==> config.mk <==
export PLATFORM = sky130hd
export DESIGN_NAME = seq_addsub_unit
export DESIGN_NICKNAME = d
export VERILOG_FILES = /design/src/rtl/seq_addsub_unit.sv
export SDC_FILE = /design/constraint.sdc
export NUM_CORES = 1
export LEC_CHECK = 0
export ABC_AREA = 1
export BUFFER_PORTS_ARGS = -buffer_cell sky130_fd_sc_hd__buf_4
export CAP_MARGIN = 5
export CORE_MARGIN = 2
export CORE_UTILIZATION = 55
export CTS_CLUSTER_SIZE = 12
export DETAILED_ROUTE_END_ITERATION = 16
export PLACE_DENSITY = 0.8
export SETUP_SLACK_MARGIN = 0.5
export SLEW_MARGIN = 20
export SYNTH_ARGS = -nofsm -noshare
export SYNTH_HDL_FRONTEND = slang
export SYNTH_SLANG_ARGS = --single-unit
==> constraint.sdc <==
create_clock -name clk -period 7.3 [get_ports clk]
set_input_delay 0.365 -clock clk [delete_from_list [all_inputs] [get_ports clk]]
set_output_delay 0.365 -clock clk [all_outputs]
set_load 0.01 [all_outputs]
==> src/rtl/seq_addsub_unit.sv <==
// Multi-cycle two's-complement add/subtract: one CHUNK-bit slice per clock, carry kept in a flop.
// Optional build macro SEQ_ADDSUB_SATURATE_EN clamps overflowing results instead of wrapping.
module seq_addsub_unit #(
    parameter int WIDTH = 32,
    parameter int CHUNK = 8
) (
    input  logic             clk,
    input  logic             reset,
    input  logic             in_valid,
    output logic             in_ready,
    input  logic             op_sub,
    input  logic [WIDTH-1:0] a,
    input  logic [WIDTH-1:0] b,
    output logic             out_valid,
    input  logic             out_ready,
    output logic [WIDTH-1:0] result,
    output logic             flag_c,
    output logic             flag_v,
    output logic             flag_n,
    output logic             flag_z
);
    localparam int NCHUNK = WIDTH / CHUNK;
    localparam int IDXW   = (NCHUNK > 1) ? $clog2(NCHUNK) : 1;
    localparam logic [IDXW-1:0] LAST_IDX = IDXW'(NCHUNK - 1);
`ifdef SEQ_ADDSUB_SATURATE_EN
    localparam logic [WIDTH-1:0] SAT_MAX = {1'b0, {(WIDTH-1){1'b1}}};
    localparam logic [WIDTH-1:0] SAT_MIN = {1'b1, {(WIDTH-1){1'b0}}};
`endif

    typedef enum logic [1:0] {
        S_IDLE = 2'd0,
        S_RUN  = 2'd1,
        S_DONE = 2'd2
    } state_t;

    state_t            state_q, state_d;
    logic [IDXW-1:0]   idx_q, idx_d;
    logic [WIDTH-1:0]  a_q, a_d, b_q, b_d, result_q, result_d;
    logic              op_q, op_d, carry_q, carry_d;
    logic              flag_c_q, flag_c_d, flag_v_q, flag_v_d;
    logic              flag_n_q, flag_n_d, flag_z_q, flag_z_d;

    logic [CHUNK-1:0]  a_slice_s, b_slice_s;
    logic [CHUNK:0]    sum_s;
    logic              ovf_s;
    logic [WIDTH-1:0]  merged_s, final_s;

    // Slice datapath: one CHUNK-wide add with the stored carry, merged into the partial result.
    always_comb begin
        a_slice_s = a_q[int'(idx_q)*CHUNK +: CHUNK];
        b_slice_s = op_q ? ~b_q[int'(idx_q)*CHUNK +: CHUNK] : b_q[int'(idx_q)*CHUNK +: CHUNK];
        sum_s     = {1'b0, a_slice_s} + {1'b0, b_slice_s} + {{CHUNK{1'b0}}, carry_q};
        // Carry into the slice MSB is recovered from the MSB sum bit; only meaningful on the last slice.
        ovf_s     = (a_slice_s[CHUNK-1] ^ b_slice_s[CHUNK-1] ^ sum_s[CHUNK-1]) ^ sum_s[CHUNK];
        merged_s  = result_q;
        merged_s[int'(idx_q)*CHUNK +: CHUNK] = sum_s[CHUNK-1:0];
        final_s   = merged_s;
`ifdef SEQ_ADDSUB_SATURATE_EN
        // On overflow the true result has the sign of operand A.
        if (ovf_s) begin
            final_s = a_q[WIDTH-1] ? SAT_MIN : SAT_MAX;
        end else begin
            final_s = merged_s;
        end
`endif
    end

    // Next-state and register-input logic for the IDLE/RUN/DONE sequencer.
    always_comb begin
        state_d  = state_q;
        idx_d    = idx_q;
        a_d      = a_q;
        b_d      = b_q;
        op_d     = op_q;
        carry_d  = carry_q;
        result_d = result_q;
        flag_c_d = flag_c_q;
        flag_v_d = flag_v_q;
        flag_n_d = flag_n_q;
        flag_z_d = flag_z_q;
        case (state_q)
            S_IDLE: begin
                if (in_valid) begin
                    a_d     = a;
                    b_d     = b;
                    op_d    = op_sub;
                    idx_d   = '0;
                    carry_d = op_sub;
                    state_d = S_RUN;
                end else begin
                    state_d = S_IDLE;
                end
            end
            S_RUN: begin
                carry_d = sum_s[CHUNK];
                if (idx_q == LAST_IDX) begin
                    result_d = final_s;
                    flag_c_d = op_q ? ~sum_s[CHUNK] : sum_s[CHUNK];
                    flag_v_d = ovf_s;
                    flag_n_d = final_s[WIDTH-1];
                    flag_z_d = (final_s == '0);
                    idx_d    = '0;
                    state_d  = S_DONE;
                end else begin
                    result_d = merged_s;
                    idx_d    = idx_q + 1'b1;
                    state_d  = S_RUN;
                end
            end
            S_DONE: begin
                if (out_ready) begin
                    state_d = S_IDLE;
                end else begin
                    state_d = S_DONE;
                end
            end
            default: begin
                state_d = S_IDLE;
            end
        endcase
    end

    // State and datapath registers with synchronous reset.
    always_ff @(posedge clk) begin
        if (reset) begin
            state_q  <= S_IDLE;
            idx_q    <= '0;
            a_q      <= '0;
            b_q      <= '0;
            op_q     <= 1'b0;
            carry_q  <= 1'b0;
            result_q <= '0;
            flag_c_q <= 1'b0;
            flag_v_q <= 1'b0;
            flag_n_q <= 1'b0;
            flag_z_q <= 1'b0;
        end else begin
            state_q  <= state_d;
            idx_q    <= idx_d;
            a_q      <= a_d;
            b_q      <= b_d;
            op_q     <= op_d;
            carry_q  <= carry_d;
            result_q <= result_d;
            flag_c_q <= flag_c_d;
            flag_v_q <= flag_v_d;
            flag_n_q <= flag_n_d;
            flag_z_q <= flag_z_d;
        end
    end

    assign in_ready  = (state_q == S_IDLE);
    assign out_valid = (state_q == S_DONE);
    assign result    = result_q;
    assign flag_c    = flag_c_q;
    assign flag_v    = flag_v_q;
    assign flag_n    = flag_n_q;
    assign flag_z    = flag_z_q;
endmodule

==> summary.txt <==
Timing
  • Final setup violation count: 0
  • Max-slew violation count: 0
  • Setup tns final: 0 ns
  • F_max: ~260 MHz
  • Slew headroom: around 40%
  • Fin crit period: 3.787 ns
  • Hold Vio Cnt, Final: 0
  • Clock skew: 0.01298 ns
  • Final period util: 51.88%
  • Least-Margin Pin Slew: 0.8916 ns
  • RSZ-0062 raised after global routing: false

Floorplan
  • Die Wd: 103.1 um
  • Rows: 36
  • Die extent in y: 103.1 um
  • Core area: 9639 um2
  • Initial Util: a little under three fifths
  • IO Pins: 107
  • DIE AREA: 10630 um2

Power
  • Final Power: 1.441 mW
  • Lkg Pwr: 3.148 nW
  • PD cells: 224.9 nW/um2
  • Worst vdd ir: 122.1 uV

Detailed routing
  • DRC errors left: 0
  • Met2 WL: 6795 um
  • Met1 WL: about 6500 um
  • Pre-antenna DRT Iters: 5
  • Routed wl met3: 911 um
  • Top sig layer: met4
  • Avg WL per Cell: 14.31 um
  • Drt initial violations: around 320
  • Vias/cell: roughly 5.3
  • Routed vias: around 5.4k
  • Final WL: 14610 um
  • Antenna violation net count after detailed routing: 0

Critical path
  • Reg2reg start: idx_q[1]
  • Crit path launch: idx_q[1]
  • Setup CP Type: register to register
  • Worst-path fanout max: 22
  • Worst EP required: 7.63 ns
  • Crit path launch type: register
  • CP endpoint kind: register
  • Critical Path AT: 4.12 ns

Final layout
  • # diodes: 0
  • Layout Utilization: 66.47%
  • Sequential cell area: 2122 um2
  • Area growth syn-to-layout: 18.62%
  • Layout Nets: 967
  • Fillcell total: 924
  • Area of the multi-input gates: 2725 um2
  • Ratio of cells with drive above 1 in the final layout: 16.67%

Clocking
  • Post-CTS Setup Inserts: 0
  • CTS Buffer Depth: 2
  • H-tree Lvls: 3
  • Root Driver: clkbuf_8
  • CTS Hold Buffers Added: 0
  • Post-CTS sizing: 0
  • Clock transition at path regs: 0.11 ns
  • Clock latency on the worst-skew pair: 0.39 ns
  • Clock sink total: 106
  • CTS tree: done
  • Num CTS Buffers: 9

Place
  • I/O Buffers: about 110
  • Dpl hpwl: 10730 um
  • Final GP Congestion: 0.9807

Min path
  • Worst hold start: b[5]
  • Min-delay worst type: input port to register

Synth
  • Synth Register Bits: roughly 110
  • Post-Synth Adder-Cell Area: 3.753%
  • FFs w/ async S/R, synth: 0%
  • XOR/XNOR share of the synthesized area: ~1.6%
  • Cell variety after synth: 35
  • Number of synthesized flops with an enable pin: 0
  • Compound-Gate Fraction of Synth Area: ~19%
  • Sequential area share after synthesis: roughly two fifths
  • Mapped Area: 5401 um2
  • Area share of the largest cell type after synthesis: 39.29%
  • Main combinational cell family by area after synthesis: simple AND/OR/NAND/NOR gates
  • Yosys Warn Count: 0
  • Synthesized instance count: 805
  • Post-Syn Area per Cell: 6.710 um2
  • Multiplexer area fraction after synthesis: 0%
  • Top_reg_cell synth: dfxtp_1
  • Yosys top cell by area: dfxtp_1
  • Synth Area in Simple Gates: 25.69%
  • Syn nets: 889
  • Area contributors post-synth: dfxtp_1, nor2_1, o21ai_0

Run status
  • Status: finished clean

GRT
  • All-layer global routing usage: between 20% and 30%
  • Number of global-route vias before repair: roughly 4.9k
  • First-pass GRT wire length: 23400 um
  • Largest net degree at the start of global routing: 78
  • Total congestion overflow: 0
  • Initial antenna violation count: 0

Run
  • Max-cap violations: 0
[logic make-up after synthesis]
kind of cell	Yosys count
DFF	106
buffers and inverters	143
adders and majority gates	15
xor gates and xnor gates	10
AOI/OAI and AO/OA	191
and+or+nand+nor	340
[final timing paths]
check             endpoint  slack [ns]  depth (start not counted)
setup / recovery    flag_z        3.51                         21
setup reg to reg    flag_z        3.51                         21
hold / removal      b_q[5]        0.22                          3
hold reg to reg    a_q[20]        0.49                          2
[report_power, final]
group	switching (mW)	total, mW	leakage, nW	internal, mW
logic	0.270	0.431	2.18	0.162
clock network	0.220	0.350	0.0919	0.130
registers	0.0333	0.660	0.876	0.626
[critical path, cell delays in order (launching register included)]
cell and delay [ns]:
dfxtp_1 0.71, inv_1 0.49, o21ai_0 0.19, o22ai_1 0.10, xnor2_1 0.14, fa_1 0.43
fa_1 0.40, inv_1 0.08, nand2_1 0.08, nand2_1 0.09, nand3_1 0.09, nand2_1 0.10
nand2_1 0.08, nand3_1 0.11, nor2_1 0.07, nand2_1 0.08, nand2_1 0.06, nor2_1 0.08
nand2_1 0.06, nor2_2 0.10, nand2_1 0.07, a21oi_2 0.10
[cell usage after synthesis (3+ instances only)]
master    number
o21ai_0      126
buf_1          8
xor2_1         9
inv_1         92
a21oi_1       26
dfxtp_1      106
buf_2          6
o211ai_1      11
nand2_1       91
nor2_1       197
inv_2          5
nand3_1       29
a21oi_2        3
o22ai_1       16
nand4_1       11
nand2_2        5
clkbuf_1      29
ha_1          13
nor2_2         3
[cells in the final DEF (no fill, tap or decap), types with 2 or more instances in the layout]
cell type / count
a21oi_1: 26
nand3_1: 29
clkbuf_8: 9
ha_1: 13
nand2_1: 91
a21oi_2: 3
nor2_2: 3
nand2_2: 5
o211ai_1: 11
inv_2: 6
o21a_1: 2
fa_1: 2
clkinv_4: 4
inv_1: 91
o22ai_1: 16
dfxtp_1: 106
a32o_1: 2
buf_4: 111
nor2_1: 197
o21ai_0: 126
nand4_1: 11
xor2_1: 9
[registers in the layout (all words and copies together), names as in the netlist]
name / count
b_q: 32
op_q: 1
state_q: 2
flag_c: 1
a_q: 32
flag_v: 1
flag_n: 1
carry_q: 1
result: 32
flag_z: 1
idx_q: 2
[routing by layer]
layer,vias up,GRT usage [%]
li1,2738,-
met1,2430,38.67
met2,204,44.81
met3,27,5.017
met4,0,12.96
met5,-,0
[final cells by class]
class | instances | area share [%]
tap | 133 | 2.597
inverter | 99 | 5.839
clock buffer | 9 | 1.933
timing repair buffer | 111 | 13.01
multi-input combinational | 556 | 42.53
sequential | 106 | 33.12
clock inverter | 7 | 0.9764
[per-stage QoR]
step / setup WS (ns) / area, um2 / cells / hold WS, ns
2_1_floorplan: 4.134 / 5401 / 805 / 0.4495
3_3_place_gp: 3.779 / 6221 / 1005 / 0.4581
3_5_place_dp: 3.557 / 6221 / 1005 / 0.4658
4_1_cts: 3.531 / 6407 / 1021 / 0.2060
5_1_grt: 3.140 / 6407 / 1021 / 0.2219
6_report: 3.513 / 6407 / 1021 / 0.2179
Note: power is estimated with default switching activity, not from simulation.
